`src/rtl/mem_bus_arbiter.sv`:
```
// mem_bus_arbiter: shares one memory bus between data and prefetch ports, with data-port lock; MEM_BUS_ARB_ROUND_ROBIN_EN selects round-robin over fixed data priority
module mem_bus_arbiter #(
  parameter int AW = 19,
  parameter int DW = 16
) (
  input  logic            clk,
  input  logic            reset,
  input  logic [AW-1:0]   d_m_addr,
  input  logic [DW-1:0]   d_m_data_out,
  input  logic            d_m_access,
  input  logic            d_m_wr_en,
  input  logic [DW/8-1:0] d_m_bytesel,
  input  logic            d_lock,
  output logic            d_m_ack,
  output logic [DW-1:0]   d_m_data_in,
  input  logic [AW-1:0]   i_m_addr,
  input  logic            i_m_access,
  output logic            i_m_ack,
  output logic [DW-1:0]   i_m_data_in,
  output logic [AW-1:0]   q_m_addr,
  output logic [DW-1:0]   q_m_data_out,
  output logic            q_m_access,
  output logic            q_m_wr_en,
  output logic [DW/8-1:0] q_m_bytesel,
  input  logic [DW-1:0]   q_m_data_in,
  input  logic            q_m_ack,
  output logic [1:0]      q_owner
);
  typedef enum logic [1:0] {IDLE = 2'b00, GRANT_D = 2'b01, GRANT_I = 2'b10} state_t;
  state_t state, state_next;
  logic pick_i;
  logic own_d, own_i;
`ifdef MEM_BUS_ARB_ROUND_ROBIN_EN
  logic last_d;
  // remember whether the data port owned the last completed transfer
  always_ff @(posedge clk or posedge reset)
    if (reset) last_d <= 1'b0;
    else if (q_m_ack && state == GRANT_D && !d_lock) last_d <= 1'b1;
    else if (q_m_ack && state == GRANT_I) last_d <= 1'b0;
  assign pick_i = (d_m_access && i_m_access) ? last_d : !d_m_access;
`else
  assign pick_i = !d_m_access;
`endif
  // grant decision and release rules; lock pins the data port across transfers
  always_comb begin
    state_next = state;
    case (state)
      IDLE:    state_next = (d_m_access || i_m_access) ? (pick_i ? GRANT_I : GRANT_D) : IDLE;
      GRANT_D: state_next = ((q_m_ack || !d_m_access) && !d_lock) ? IDLE : GRANT_D;
      GRANT_I: state_next = (q_m_ack || !i_m_access) ? IDLE : GRANT_I;
      default: state_next = IDLE;
    endcase
  end
  // state register; q_owner mirrors the state encoding
  always_ff @(posedge clk or posedge reset)
    if (reset) begin
      state   <= IDLE;
      q_owner <= 2'b00;
    end else begin
      state   <= state_next;
      q_owner <= state_next;
    end
  assign own_d = (state == GRANT_D);
  assign own_i = (state == GRANT_I);
  // forward the owner's request onto the bus; prefetch is a full-width read
  always_comb begin
    q_m_access   = own_d ? d_m_access : (own_i & i_m_access);
    q_m_addr     = own_d ? d_m_addr : own_i ? i_m_addr : '0;
    q_m_data_out = own_d ? d_m_data_out : '0;
    q_m_wr_en    = own_d & d_m_wr_en;
    q_m_bytesel  = own_d ? d_m_bytesel : {(DW/8){own_i}};
    d_m_ack      = q_m_ack & own_d;
    i_m_ack      = q_m_ack & own_i;
    d_m_data_in  = q_m_data_in;
    i_m_data_in  = q_m_data_in;
  end
endmodule

```
`config.mk`:
```
export PLATFORM = sky130hd
export DESIGN_NAME = mem_bus_arbiter
export DESIGN_NICKNAME = d
export VERILOG_FILES = /design/src/rtl/mem_bus_arbiter.sv
export SDC_FILE = /design/constraint.sdc
export NUM_CORES = 1
export LEC_CHECK = 0
export BUFFER_PORTS_ARGS = -buffer_cell sky130_fd_sc_hd__buf_2
export CORE_UTILIZATION = 22
export DETAILED_ROUTE_END_ITERATION = 10
export GPL_TIMING_DRIVEN = 0
export PLACE_DENSITY = 0.8
export SLEW_MARGIN = 20
export SYNTH_ARGS = -nofsm -noshare
export SYNTH_HDL_FRONTEND = slang
export SYNTH_SLANG_ARGS = --single-unit
```
`constraint.sdc`:
```
create_clock -name clk -period 1.1 [get_ports clk]
set_input_delay 0.055 -clock clk [delete_from_list [all_inputs] [get_ports clk]]
set_output_delay 0.055 -clock clk [all_outputs]
set_load 0.01 [all_outputs]
```
# Word-level counts from Yosys, hierarchy flattened
# Cells that the tools add are included.
# Widths: inputs -> output; s select.
[classes] n_reduce_logical=8 muxes=10 bitwise_logic=4 eq_ne=2
[op_table] operator="$mux 19" count=2
[op_table] operator="$mux 16" count=1
[op_table] operator="$mux 2" count=4
[op_table] operator="$pmux 2 s3" count=1
[op_table] operator="$and 1x1->1" count=4
[op_table] operator="$logic_not 1->1" count=3
[op_table] operator="$logic_or 1x1->1" count=3
[op_table] operator="$eq 2x1->1 const B" count=1
[op_table] operator="$eq 2x2->1 const B" count=1
[op_table] operator="$logic_not 2->1" count=1
[op_table] operator="$mux 1" count=2
[op_table] operator="$logic_and 1x1->1" count=1
[totals] ff_bits=2 word_cells=25 out_inout_bits=75 in_bits=79

# Longest topological paths before layout
[logic_depth] word_depth=5 mapped_depth=3 depth_no_buf=2

# Least setup slack after synthesis
# OpenSTA, ideal clock, no wires.
[synth_timing] path_kind="reg-to-reg" from="reg state[0]" to="reg state[0]" period_less_slack_ps=1122 arrival_ps=1002 setup_ps=120 stages_incl_launch_ff=4 slack_ps=-22 path_buffers=1 required_time_ps=980 cell_sequence="dfrtp_1 -> nor2b_4 -> buf_6 -> a22o_4"
[synth_between] elab_chain_cells=2 elab_cells_between_ends=4 classes_between="eq/ne (2); mux (1); reduce/logical (1)"
[synth_lines] item="start, declared" line="30" text="state_t state, state_next;"
[synth_lines] item="start signal, assigned" line="60" text="state <= state_next;"
[synth_lines] item="$eq 2x2->1, or another cell as far along" line="47" text="case (state)"
[synth_lines] item="$pmux 2 s3 *" line="47"
[synth_lines] item="named net state_next[0]" line="30"
# Mark *: on every way through the listed nets, which the timed path passes. The rest lies on a longest branch.

# Worst setup path after layout
[layout_timing] from="reg state[1]" to="out q_m_addr[7]"
[layout_between] elab_chain_cells=3 elab_cells_between_ends=4 classes_between="eq/ne (2); mux (2)"
[layout_lines] item="$eq 2x2->1" line="64" text="assign own_i = (state == GRANT_I);"
[layout_lines] item="$mux 19" line="68" text="q_m_addr = own_d ? d_m_addr : own_i ? i_m_addr : '0;"
[layout_lines] item="$mux 19 *" line="68"
[layout_lines] item="end, declared" line="20" text="output logic [AW-1:0] q_m_addr,"
# Mark *: on every way between the ends. The rest lies on a longest branch, timed or not.

==> results.md <==
Layout:
- Once layout is complete, the utilization of the core stands at 0.538.
- The fraction of final layout cells sized beyond drive strength 1 is 0.861.
- The number of antenna diodes in the final layout is 0.
- Relative to the synthesized area, the layout overhead comes to 126%.
- The final-stage net count is 317.
- The largest registers in the layout are state (2).
- Leaving out filler cells and counting taps, the final layout contains 281.
- The largest register by flop count is state.
- The number of flip-flops under the largest register name is 2.

Run status:
- The flow ran to the end, but the final reports show violations.
- The final reports fail on negative setup slack.

Placed design:
- At the end of routability-driven placement, the weighted congestion stood at 0.662.
- The half-perimeter wire length after placement is 2340 um.
- The count of buffers from port buffering is 137.
- The total instance count after detailed placement is 270.

GRT:
- Entering global routing, the biggest net connects 11 pins.
- The first global-routing pass estimated 3600 um of wire.
- The leftover overflow at the end of global routing is 0.
- The via count of the first global-routing pass is 913.
- The overall fraction of global-route tracks in use is 0.131.
- The initial antenna violation count is 0.

Worst setup path:
- At the worst endpoint, the arrival time is 1.33 ns.
- The endpoint identified for the worst register-to-register timing path is state[0].
- The data required time of the worst path is 1.04 ns.
- The reg-to-reg startpoint is state[0].
- In this run the worst path has a maximum fanout of 10.
- The kind of start point of the critical path is a flip-flop.
- The critical path ends at q_m_addr[7].
- The start-to-end type of the worst setup path is flip-flop to output port.
- The capturing element type of the critical path is an output port.
- The timing startpoint of the critical path is state[1].
- The register-to-register setup slack is -0.08 ns.
- Counting cells, the worst reg-to-reg path comes to 4.

Timing:
- Based on the critical path, the design can be clocked at up to 720 MHz.
- The worst path setup slack after routing is -0.288 ns.
- The worst-margin pin slew is 0.231 ns.
- Setup repair after global routing could not meet its margin everywhere.
- Headroom to the max-slew limit came out at 0.846.
- The max-slew violation count is 0.
- Setup violations remaining at the end of the flow were counted as 42.
- The final clock skew is 0.00573 ns.
- Of the available clock period, the critical path in the final layout requires 1.26.
- The worst hold slack is 0.0529 ns.
- The final hold violation count is 0.
- The shortest period the worst path allows is 1.39 ns.

Floorplanning:
- In this run the horizontal extent of the chip is 60.5 um.
- For this configuration, the core starts out at a cell density of 0.238.
- The row count is 20.
- The area inside the core boundary is 0.00315 mm2.
- The number of top-level design ports is 154.
- The floorplan step defined a die boundary enclosing 0.00366 mm2.
- The die is 60.5 um tall.

Clocking:
- The clock sink total is 2.
- The total number of H-tree levels is 1.
- In this run the clock root is driven by a sky130_fd_sc_hd__clkbuf_4.
- No sink is reached through more buffers than the 2 on the longest clock path.
- The number of CTS-inserted buffers is 3.
- After clock tree synthesis, the clock-pin slew on the worst setup and hold paths is 0.04 ns.
- The insertion delay to the later sink of the worst-skew pair is 0.24 ns.
- TritonCTS built the clock tree.

Routing:
- The detailed-route via count is 1,167.
- The ratio of routed vias to standard cells is 4.15.
- The number of optimization iterations in the first detailed-route pass is 2.
- Summed over all layers, the routed wires come to 2970 um.
- The wire length per cell after detailed routing is 10.6 um.
- The iteration-0 DRC count of the detailed router is 10.
- The post-detailed-route count of antenna-violating nets is 0.
- After detailed routing, the number of remaining DRC violations is 0.

Power:
- The worst-case IR drop observed on VDD is 0.609 mV.
- The power density relative to cell area is 817 mW/mm2.
- The leakage power is 0.00107 uW.

Synth:
- The synthesized area per cell is 8.45 um2.
- The combined area of all synthesized cells is 752 um2.
- The sequential cell area fraction in the yosys report is 0.0666.
- When the netlist entered floorplanning its net count stood at 168.
- After technology mapping, the gate count stands at 89.
- The distinct cell type count of the synthesized netlist is 13.
- Yosys printed 0 warnings.
- Counting flops and latches in the post-synthesis netlist gives 2.

Job:
- Max-cap violations in this run came to 0.

Min path:
- The depth of the worst hold-timing path is 2.
- The type of the tightest min-delay check is input port to flip-flop.
[layout by cell type, fill, tap and decap left out]
| cell | n |
|---|---|
| sky130_fd_sc_hd__and2_4 | 4 |
| sky130_fd_sc_hd__and2_1 | 15 |
| sky130_fd_sc_hd__a22o_4 | 1 |
| sky130_fd_sc_hd__buf_4 | 35 |
| sky130_fd_sc_hd__nor2b_4 | 3 |
| sky130_fd_sc_hd__nand2_1 | 1 |
| sky130_fd_sc_hd__a2111oi_4 | 1 |
| sky130_fd_sc_hd__a21o_1 | 2 |
| sky130_fd_sc_hd__a22o_1 | 11 |
| sky130_fd_sc_hd__dlygate4sd3_1 | 1 |
| sky130_fd_sc_hd__buf_6 | 21 |
| sky130_fd_sc_hd__a22o_2 | 9 |
| sky130_fd_sc_hd__clkbuf_1 | 1 |
| sky130_fd_sc_hd__buf_2 | 125 |
| sky130_fd_sc_hd__inv_1 | 2 |
| sky130_fd_sc_hd__clkbuf_4 | 3 |
| sky130_fd_sc_hd__dfrtp_2 | 2 |
[through the flow]
stage          setup WS [ns]  total power (uW)  TNS, ns  cell area (um2)
3_3_place_gp          -0.123              1030    -1.88             1490
6_report              -0.288              1390    -9.62             1700
2_1_floorplan        0.00372               655        0              753
5_1_grt               -0.348              1500   -12.54             1700
4_1_cts               -0.264              1360    -9.37             1660
3_5_place_dp          -0.114              1040    -1.85             1490
[report_power, final]
| part | switching, uW | internal (uW) |
|---|---|---|
| sequential | 12.9 | 84.9 |
| combinational | 452 | 643 |
| clock | 57.8 | 136 |
[layer usage]
layer | wire length (um) | track usage | vias up
li1 | - | - | 570
met3 | 259 | 0.0149 | 2
met4 | 21 | 0.0487 | 0
met1 | 963 | 0.123 | 521
met2 | 1730 | 0.281 | 74
met5 | 0 | 0 | -
[timing repair]
action / in CTS / in global routing
pin swaps: 5 / 1
endpoints found under the hold margin: 2 / 0
gates cloned: 1 / 0
hold buffers: 1 / 0
buffers inserted: 4 / 1
setup endpoints to repair: 42 / 43
resized for setup: 20 / 4
[cell type report]
| class | instances | area, um2 |
|---|---|---|
| Fill cell | 308 | 1460 |
| Multi-Input combinational cell | 47 | 420 |
| Sequential cell | 2 | 52.6 |
| Clock buffer | 4 | 26.3 |
| Timing Repair Buffer | 144 | 827 |
| Inverter | 2 | 7.51 |
| Tap cell | 44 | 55.1 |
| Buffer | 38 | 308 |
[cell families (layout without fill, tap and decap cells)]
group / after synthesis / in the layout / share of synthesized area
buffers and inverters: 40 / 188 / 0.419
AO/OA/AOI/OAI: 24 / 24 / 0.303
AND/OR/NAND/NOR: 23 / 23 / 0.211
flip-flops: 2 / 2 / 0.0666
[worst max-delay path: stages, from the launching register on]
cell and delay (ns):
sky130_fd_sc_hd__dfrtp_2 0.43, sky130_fd_sc_hd__nor2b_4 0.15, sky130_fd_sc_hd__buf_6 0.13, sky130_fd_sc_hd__a22o_2 0.27, sky130_fd_sc_hd__buf_6 0.12
[cell usage after synthesis, drive strengths merged]
| library cell | n | area, um2 |
|---|---|---|
| inv | 2 | 7.51 |
| nand2 | 1 | 3.75 |
| nor2b | 3 | 36.3 |
| dfrtp | 2 | 50.1 |
| buf | 38 | 308 |
| a2111oi | 1 | 8.76 |
| a21o | 2 | 15.0 |
| and2 | 19 | 119 |
| a22o | 21 | 204 |
[worst min-delay path by stage]
stage	startpoint	endpoint
global route	d_lock	state[0]
CTS	q_m_ack	state[1]
global placement	reset	state[1]
finish	d_lock	state[0]
detailed placement	reset	state[1]
floorplan	reset	state[1]
(Power assumes the default switching activity.)
